$ cat config.mk
export PLATFORM = sky130hd
export DESIGN_NAME = mem_arbiter
export DESIGN_NICKNAME = d
export VERILOG_FILES = /design/src/rtl/mem_arbiter_pkg.sv /design/src/rtl/mem_arb_rd_pipe.sv /design/src/rtl/mem_arbiter.sv
export SDC_FILE = /design/constraint.sdc
export NUM_CORES = 1
export LEC_CHECK = 0
export ABC_AREA = 1
export CAP_MARGIN = 20
export CORE_UTILIZATION = 26
export CTS_CLUSTER_DIAMETER = 100
export DETAILED_ROUTE_END_ITERATION = 10
export PLACE_DENSITY = 0.88
export SYNTH_ARGS = -nofsm -noshare
export SYNTH_HDL_FRONTEND = slang
export SYNTH_HIERARCHICAL = 1
export SYNTH_SLANG_ARGS = --single-unit
$ cat constraint.sdc
create_clock -name clk -period 3.1 [get_ports clk]
set_clock_uncertainty 0.1 [all_clocks]
set_input_delay 0.62 -clock clk [delete_from_list [all_inputs] [get_ports clk]]
set_output_delay 0.62 -clock clk [all_outputs]
set_load 0.1 [all_outputs]
$ cat src/rtl/mem_arbiter_pkg.sv
// Shared datapath typedefs plus the MEM arbiter owner/state encodings and read-return tag.
package mem_arbiter_pkg;

  typedef enum logic [1:0] {
    REG_OP_NONE  = 2'd0,
    REG_OP_LOAD  = 2'd1,
    REG_OP_STORE = 2'd2
  } reg_op_t;

  typedef enum logic [2:0] {
    ALU_OP_ADD  = 3'd0,
    ALU_OP_SUB  = 3'd1,
    ALU_OP_AND  = 3'd2,
    ALU_OP_OR   = 3'd3,
    ALU_OP_XOR  = 3'd4,
    ALU_OP_PASS = 3'd5
  } alu_op_t;

  typedef enum logic {
    ARB_OWNER_CPU = 1'b0,
    ARB_OWNER_LDR = 1'b1
  } arb_owner_t;

  typedef enum logic {
    ARB_IDLE = 1'b0,
    ARB_OWN  = 1'b1
  } arb_state_t;

  typedef struct packed {
    logic       valid;
    arb_owner_t owner;
  } arb_rd_tag_t;

  function automatic arb_owner_t arb_other(input arb_owner_t owner);
    return (owner == ARB_OWNER_CPU) ? ARB_OWNER_LDR : ARB_OWNER_CPU;
  endfunction

endpackage

$ cat src/rtl/mem_arb_rd_pipe.sv
// Read-return tag pipe: carries {valid, owner} of each accepted read for MEM_LATENCY cycles so the
// returning mem_rdata can be steered to the requester that issued it.
module mem_arb_rd_pipe
  import mem_arbiter_pkg::*;
#(
  parameter int unsigned MEM_LATENCY = 1
) (
  input  logic        clk,
  input  logic        rst,
  input  arb_rd_tag_t tag_i,
  output arb_rd_tag_t tag_o,
  output logic        inflight_o
);

  arb_rd_tag_t [MEM_LATENCY-1:0] pipe_q;

  // NOTE: sequential state uses non-blocking assignments; the pipe is reset as a whole because a stale
  // valid bit surviving reset would deliver a phantom read.
  always_ff @(posedge clk or posedge rst) begin
    if (rst) begin
      pipe_q <= '0;
    end else begin
      pipe_q[0] <= tag_i;
      for (int i = 1; i < int'(MEM_LATENCY); i++) begin
        pipe_q[i] <= pipe_q[i-1];
      end
    end
  end

  assign tag_o = pipe_q[MEM_LATENCY-1];

  // NOTE: every combinational output gets a default before any conditional update, so no latch is inferred.
  always_comb begin
    inflight_o = 1'b0;
    for (int i = 0; i < int'(MEM_LATENCY); i++) begin
      inflight_o = inflight_o | pipe_q[i].valid;
    end
  end

endmodule

$ cat src/rtl/mem_arbiter.sv
// Shares the MEM port between the CPU and the loader/debug port: req/gnt, locked bursts bounded by
// MAX_BURST, tagged read return. Define ARB_ROUND_ROBIN_EN for round-robin tie-breaks from IDLE.
module mem_arbiter
  import mem_arbiter_pkg::*;
#(
  parameter int unsigned ADDR_WIDTH  = 16,
  parameter int unsigned DATA_WIDTH  = 8,
  parameter int unsigned MEM_LATENCY = 1,
  parameter int unsigned MAX_BURST   = 4
) (
  input  logic                  clk,
  input  logic                  rst,
  input  logic                  cpu_req,
  input  logic                  cpu_we,
  input  logic                  cpu_lock,
  input  logic [ADDR_WIDTH-1:0] cpu_addr,
  input  logic [DATA_WIDTH-1:0] cpu_wdata,
  output logic                  cpu_gnt,
  output logic                  cpu_rvalid,
  output logic [DATA_WIDTH-1:0] cpu_rdata,
  input  logic                  ldr_req,
  input  logic                  ldr_we,
  input  logic                  ldr_lock,
  input  logic [ADDR_WIDTH-1:0] ldr_addr,
  input  logic [DATA_WIDTH-1:0] ldr_wdata,
  output logic                  ldr_gnt,
  output logic                  ldr_rvalid,
  output logic [DATA_WIDTH-1:0] ldr_rdata,
  output logic                  mem_en,
  output logic                  mem_we,
  output logic [ADDR_WIDTH-1:0] mem_addr,
  output logic [DATA_WIDTH-1:0] mem_wdata,
  input  logic [DATA_WIDTH-1:0] mem_rdata,
  output logic                  busy
);

  localparam int unsigned CNT_W = 4;
  localparam logic [CNT_W-1:0] BURST_LAST = CNT_W'(MAX_BURST - 1);

  arb_state_t            state_q, state_d;
  arb_owner_t            owner_q, owner_d;
  arb_owner_t            idle_winner, other;
  logic [CNT_W-1:0]      burst_cnt_q, burst_cnt_d;
  logic                  own_req, own_lock, own_we, oth_req, grant, rd_inflight;
  logic [ADDR_WIDTH-1:0] own_addr;
  logic [DATA_WIDTH-1:0] own_wdata;
  arb_rd_tag_t           rd_tag_in, rd_tag_out;

  assign other     = arb_other(owner_q);
  assign own_req   = (owner_q == ARB_OWNER_LDR) ? ldr_req   : cpu_req;
  assign own_lock  = (owner_q == ARB_OWNER_LDR) ? ldr_lock  : cpu_lock;
  assign own_we    = (owner_q == ARB_OWNER_LDR) ? ldr_we    : cpu_we;
  assign own_addr  = (owner_q == ARB_OWNER_LDR) ? ldr_addr  : cpu_addr;
  assign own_wdata = (owner_q == ARB_OWNER_LDR) ? ldr_wdata : cpu_wdata;
  assign oth_req   = (owner_q == ARB_OWNER_LDR) ? cpu_req   : ldr_req;
  assign grant     = (state_q == ARB_OWN) && own_req;

`ifdef ARB_ROUND_ROBIN_EN
  arb_owner_t last_owner_q;

  always_ff @(posedge clk or posedge rst) begin
    if (rst) begin
      last_owner_q <= ARB_OWNER_CPU;
    end else if (grant) begin
      last_owner_q <= owner_q;
    end
  end

  always_comb begin
    idle_winner = ARB_OWNER_CPU;
    if (cpu_req && ldr_req) begin
      idle_winner = arb_other(last_owner_q);
    end else if (ldr_req) begin
      idle_winner = ARB_OWNER_LDR;
    end
  end
`else
  assign idle_winner = ldr_req ? ARB_OWNER_LDR : ARB_OWNER_CPU;
`endif

  always_ff @(posedge clk or posedge rst) begin
    if (rst) begin
      state_q     <= ARB_IDLE;
      owner_q     <= ARB_OWNER_CPU;
      burst_cnt_q <= '0;
    end else begin
      state_q     <= state_d;
      owner_q     <= owner_d;
      burst_cnt_q <= burst_cnt_d;
    end
  end

  always_comb begin
    state_d     = state_q;
    owner_d     = owner_q;
    burst_cnt_d = '0;
    case (state_q)
      ARB_IDLE: begin
        if (cpu_req || ldr_req) begin
          state_d = ARB_OWN;
          owner_d = idle_winner;
        end
      end
      ARB_OWN: begin
        // A locked owner keeps the port unless the other side has already waited through the burst limit.
        if (own_req && own_lock && (!oth_req || (burst_cnt_q < BURST_LAST))) begin
          owner_d = owner_q;
        end else if (oth_req) begin
          owner_d = other;
        end else if (own_req) begin
          owner_d = owner_q;
        end else begin
          state_d = ARB_IDLE;
        end
      end
      default: state_d = ARB_IDLE;
    endcase

    if ((state_q == ARB_OWN) && (state_d == ARB_OWN) && (owner_d == owner_q)) begin
      burst_cnt_d = (burst_cnt_q == BURST_LAST) ? burst_cnt_q : burst_cnt_q + CNT_W'(1);
    end
  end

  always_comb begin
    cpu_gnt   = 1'b0;
    ldr_gnt   = 1'b0;
    mem_en    = 1'b0;
    mem_we    = 1'b0;
    mem_addr  = '0;
    mem_wdata = '0;
    if (grant) begin
      mem_en    = 1'b1;
      mem_we    = own_we;
      mem_addr  = own_addr;
      mem_wdata = own_wdata;
      cpu_gnt   = (owner_q == ARB_OWNER_CPU);
      ldr_gnt   = (owner_q == ARB_OWNER_LDR);
    end
  end

  assign rd_tag_in = '{valid: grant && !own_we, owner: owner_q};

  mem_arb_rd_pipe #(
    .MEM_LATENCY (MEM_LATENCY)
  ) u_rd_pipe (
    .clk        (clk),
    .rst        (rst),
    .tag_i      (rd_tag_in),
    .tag_o      (rd_tag_out),
    .inflight_o (rd_inflight)
  );

  assign cpu_rvalid = rd_tag_out.valid && (rd_tag_out.owner == ARB_OWNER_CPU);
  assign ldr_rvalid = rd_tag_out.valid && (rd_tag_out.owner == ARB_OWNER_LDR);
  assign cpu_rdata  = cpu_rvalid ? mem_rdata : '0;
  assign ldr_rdata  = ldr_rvalid ? mem_rdata : '0;
  assign busy       = (state_q == ARB_OWN) || rd_inflight;

endmodule

### Yosys cells after proc, flatten, opt, wreduce, memory -nomap -nowiden

Index checks and enable logic that the tools add are counted.

| word-level totals | value |
|---|---|
| bits in registers | 8 |
| word-level logic and storage cells | 53 |
| bits of input ports | 64 |

| operators by class | value |
|---|---|
| magnitude comparators | 1 |
| add/sub/neg operators | 1 |
| reductions and logical operators | 13 |
| bitwise operators | 3 |
| eq/ne operators | 3 |
| mux-type cells | 27 |

Operator list:

| operator | number |
|---|---|
| two-way mux 16 bit | 2 |
| two-way mux 8 bit | 4 |
| two-way mux 1 bit | 17 |
| logical AND 1 bit | 8 |
| two-way mux 4 bit | 2 |
| adder 4 x 1 -> 4 bit (second input constant) | 1 |
| equality test 4 x 2 -> 1 bit (second input constant) | 1 |
| < comparator 4 x 2 -> 1 bit (second input constant) | 1 |
| one-hot mux 1 bit (2 select lines) | 2 |
| logical OR 1 bit | 3 |
| NOT 1 bit | 3 |
| logical NOT 1 bit | 2 |
| inequality test 2 bit (second input constant) | 1 |
| equality test 1 bit | 1 |

### Longest topological paths before layout

Gate-level depths: netlist (run 1).

| depth | value |
|---|---|
| word-level depth | 9 |
| mapped depth | 8 |
| gate-level depth less buffers | 8 |

### Hierarchy

The synthesis (run 1) kept the hierarchy.

Modules (own cells, without submodules):

| module | area an instance (µm²) | sequential area each (µm²) | instances | cells each |
|---|---|---|---|---|
| mem_arbiter | 734.5 | 150.1 | 1 | 111 |
| mem_arb_rd_pipe | 61.3 | 50.0 | 1 | 4 |

### Least setup slack after synthesis (run 1)

OpenSTA, ideal clock, no wires.

| timing | value |
|---|---|
| kind | register -> output |
| start point | register u_rd_pipe.pipe_q (netlist bit u_rd_pipe/inflight_o) |
| end point | output port cpu_rdata[0] |
| slack | -1.083 ns |
| stages on the path, launching flop included | 6 |
| arrival | 3.463 ns |
| data required time | 2.380 ns |
| path through | dfrtp_1 -> buf_4 -> inv_1 -> nor2_1 -> inv_1 -> nor2_1 |

| between the ends | value |
|---|---|
| word-level cells in the longest chain between the ends | 2 |

RTL lines:

| element | line | source |
|---|---|---|
| from (decl) | mem_arb_rd_pipe.sv:15 | `arb_rd_tag_t [MEM_LATENCY-1:0] pipe_q;` |
| from (signal, indexed assignment) | mem_arb_rd_pipe.sv:25 | `pipe_q[i] <= pipe_q[i-1];` |
| logical AND 1 bit | mem_arbiter.sv:153 | `assign cpu_rvalid = rd_tag_out.valid && (rd_tag_out.owner == ARB_OWNER_CPU);` |
| net cpu_rvalid | mem_arbiter.sv:19 | `output logic cpu_rvalid,` |
| two-way mux 8 bit | mem_arbiter.sv:155 | `assign cpu_rdata = cpu_rvalid ? mem_rdata : '0;` |
| to (decl) | mem_arbiter.sv:20 | `output logic [DATA_WIDTH-1:0] cpu_rdata,` |

The timed path passes the listed nets, and every way through them passes these cells.

### Final worst setup path (run 1)

| timing | value |
|---|---|
| start point | input port ldr_req |
| end point | output port mem_wdata[2] |

| between the ends | value |
|---|---|
| word-level cells in the longest chain between the ends | 3 |

RTL lines:

| element | line | source |
|---|---|---|
| from (decl) | mem_arbiter.sv:21 | `input logic ldr_req,` |
| two-way mux 1 bit | mem_arbiter.sv:50 | `assign own_req = (owner_q == ARB_OWNER_LDR) ? ldr_req : cpu_req;` |
| logical AND 1 bit | mem_arbiter.sv:56 | `assign grant = (state_q == ARB_OWN) && own_req;` |
| two-way mux 8 bit | mem_arbiter.sv:131 | `if (grant) begin` |
| to (decl) | mem_arbiter.sv:32 | `output logic [DATA_WIDTH-1:0] mem_wdata,` |

No other way between the ends.

==> results of run 1 <==
-- synthesized netlist by cell type, drive strengths merged --
library cell   n
nand2          4
o21ai          4
xor2           1
a22o          24
dfrtp          8
mux2           1
xnor2          1
or2            2
inv           25
a21oi          2
ha             1
buf            5
nor2          28
nand3          8
o211ai         1
-- cell families after synthesis --
family	Yosys count	share of synthesized area
muxes	1	0.01415
and+or+nand+nor	42	0.2327
adders and majority gates	1	0.01572
buffers and inverters	30	0.1525
AOI/OAI and AO/OA	31	0.3113
DFF	8	0.2516
xor gates and xnor gates	2	0.02202
-- placed cells by master (no fill, tap or decap) --
| cell | instances |
|---|---|
| clkdlybuf4s50_1 | 63 |
| buf_12 | 44 |
| a22o_1 | 24 |
| inv_1 | 22 |
| nor2_1 | 18 |
| nor2_2 | 10 |
| dfrtp_1 | 8 |
| nand3_1 | 6 |
| o21ai_0 | 4 |
| nand2_1 | 4 |
| inv_2 | 3 |
| clkbuf_4 | 3 |
| buf_4 | 3 |
| a21oi_1 | 2 |
| nand3_2 | 2 |
| or2_2 | 2 |
| o211ai_1 | 1 |
| xnor2_1 | 1 |
| mux2_2 | 1 |
| xor2_1 | 1 |
| ha_1 | 1 |
-- registers in the layout (all words and copies together), names as in the netlist --
name,flops
state_q,1
u_rd_pipe/tag_o,1
owner_q,1
burst_cnt_q,4
u_rd_pipe/inflight_o,1
-- area by class of cell --
cell class / instances / share of cell area
inverters: 25 / 0.03933
flip-flops and latches: 8 / 0.08390
multi-input cells: 77 / 0.2082
repair buffers: 110 / 0.6429
clock buffers: 3 / 0.009439
well taps: 31 / 0.01626
-- worst register-to-register path: stages, from the launching register on --
cell and delay, ns:
dfrtp_1 0.40, ha_1 0.22, inv_1 0.12, nand3_1 0.14
o21ai_0 0.22, nand3_1 0.11, nand3_2 0.10, nor2_1 0.05
-- per-layer routing --
metal  vias to the layer above  global-route usage
met5                         -                   0
li1                        600                   -
met1                       585              0.2949
met3                        11             0.08163
met4                         0              0.1150
met2                        72              0.5244
-- power breakdown --
group	internal, mW	leakage [nW]	total (mW)	switching, mW
registers	0.124	0.101	0.144	0.0199
clock network	0.0444	0.0138	0.0810	0.0366
logic	0.401	0.957	1.13	0.731
total	0.570	1.07	1.36	0.787
-- per-stage QoR --
step | util | hold WS [ns] | area (µm²)
finish | 0.8434 | 0.4210 | 2386
global route | 0.8434 | 0.4552 | 2386
CTS | 0.8434 | 0.4242 | 2386
detailed placement | 0.8355 | 0.4187 | 2364
global placement | 0.8355 | 0.3994 | 2364
floorplan | - | 0.2612 | 818.3
-- final timing paths --
check,end,slack (ns),depth (start not counted)
setup / recovery,mem_wdata[2],0.24,5
setup reg to reg,burst_cnt_q[0]$_DFFE_PP0P_,1.53,7
hold reg to reg,u_rd_pipe/tag_o[0]$_DFF_PP0_,0.42,0
min in group asynchronous,u_rd_pipe/inflight_o$_DFF_PP0_,0.45,2
hold / removal,u_rd_pipe/tag_o[0]$_DFF_PP0_,0.42,0
max in group asynchronous,state_q$_DFF_PP0_,2.19,2
==> key figures, run 1 <==
Synthesis
  – Area share of the largest cell type after synthesis: 0.2642
  – Synth top area cells: a22o_1 26%, dfrtp_1 25%, nor2_1 13%
  – Synth unique cells: 19
  – Cell Area, Synth: 795.8 µm²
  – Post-synthesis sequential area ratio: 0.2516
  – Yosys warnings: 6
  – Yosys reg bits: 8
  – Cell accounting for the most synthesized area: a22o_1
  – Syn Nets: 180
  – Synthesized area per cell: approximately 6.9 µm²
  – Syn Inst Count: 115

Hold path
  – Worst hold start: owner_q$_DFF_PP0_
  – Hold/Removal Path Class: reg2reg

Clocking
  – Post_cts resized: 0
  – CTS root buf: clkbuf_4
  – Clock-pin slew on the worst setup and hold paths: 0.06 ns
  – Clock buffer count from CTS: 3
  – CTS tree: done
  – H-tree Lvls: 1
  – Setup bufs post-CTS: 0
  – Clock sink count: 8
  – # hold bufs at CTS: 0
  – Clock buffer depth: 2
  – Clk Latency, worst-skew pair: between 0.2 and 0.3 ns

Critical path
  – R2R Path Start: burst_cnt_q[0]$_DFFE_PP0P_
  – Max FO, Critical Path: 25
  – CP max stage cell: clkdlybuf4s50_1
  – Critical path launch point type: input pin
  – Worst path max stage delay: 0.52 ns
  – Critical Path AT: approximately 2.1 ns
  – Kind of critical path: in2out
  – Crit path required time: 2.38 ns
  – Crit-path cells: clkdlybuf4s50_1 -> nand3_1 -> inv_2 -> a22o_1 -> buf_12
  – CP startpoint: ldr_req
  – CP Capture Type: primary output
  – WP buf/inv: 3
  – Largest delay share family, worst path: buffers and inverters

Timing
  – Worst Tran Pin Value: about 0.46 ns
  – Final setup viols: 0
  – Setup TNS: 0 ns
  – Share of the cycle needed by the critical path after routing: 0.9220
  – Highest clock rate: 0.3499 GHz
  – Final Hold Vio Count: 0
  – Min cycle time layout: 2.858 ns
  – Slew margin rel.: 0.6931
  – Final worst slack: 0.2417 ns
  – Max Slew Vio Count: 0
  – RSZ-0062 raised after global routing: no

Drt
  – DRT iter0 DRCs: 63
  – Wire length on met2: around 2500 µm
  – Antenna Nets Post-Route: 0
  – Pre-antenna DRT Iters: 8
  – Uppermost layer routed: met4
  – Via/cell ratio: 4.992
  – Remaining DRCs: 9
  – Routed WL: around 4400 µm
  – Routed length on met1: 1485 µm
  – Via Count: between 1,000 and 1,500
  – Drt wl/cell: roughly 17 µm
  – Metal3 WL: roughly 360 µm

Floorplanning
  – Chip Width: between 50 and 60 µm
  – DIE AREA: roughly 3300 µm²
  – IO Pins: 111
  – Core box area: between 2000 and 3000 µm²
  – Die height: between 50 and 60 µm
  – Site Rows: 19
  – Initial Util: 0.2813

Outcome
  – Outcome: finished with violations
  – Failing checks: design-rule violations

Power
  – Total power: roughly 1.4 mW
  – Pwr dens: 568.8 nW/µm²
  – Pleak: between 1 and 1.5 nW
  – Maximum vdd drop: between 400 and 500 µV

Global routing
  – GRT overflow: 0
  – First-pass GRT wire length: ~6800 µm
  – Initial antenna violation count: 0
  – Largest net degree at the start of global routing: 26
  – Vias in the first global route: around 1,300
  – GRT Total Usage: 0.2817

Finish
  – Register area: 200.2 µm²
  – # nets final: 290
  – Cell Count, Final, Fillers Out: 254
  – Share of cells above drive strength 1: 0.3049
  – Antenna cells: 0
  – Filler instances: 157
  – Synthesis-to-layout area growth: 199.8%
  – Area of the multi-input gates: 496.7 µm²

Placement
  – Inst Count DP: roughly 250
  – GPL Wtd Cong: between 0.8 and 0.9
  – Pre-CTS setup slack: 0.2768 ns
  – Dpl hpwl: just under 4000 µm
  – Port bufs: between 100 and 150

Job
  – Max-cap violations: 0
(Power assumes the default switching activity.)
==> run 2, diff against run 1 <==
--- a/config.mk
+++ b/config.mk
@@ -8,6 +8,7 @@
 export ABC_AREA = 1
 export CAP_MARGIN = 20
 export CORE_UTILIZATION = 26
+export CTS_BUF_LIST = sky130_fd_sc_hd__clkbuf_4 sky130_fd_sc_hd__clkbuf_8 sky130_fd_sc_hd__clkbuf_16
 export CTS_CLUSTER_DIAMETER = 100
 export DETAILED_ROUTE_END_ITERATION = 10
 export PLACE_DENSITY = 0.88
==> results of run 2 <==
Final layout, timing and power as in run 1 (identical DEF).
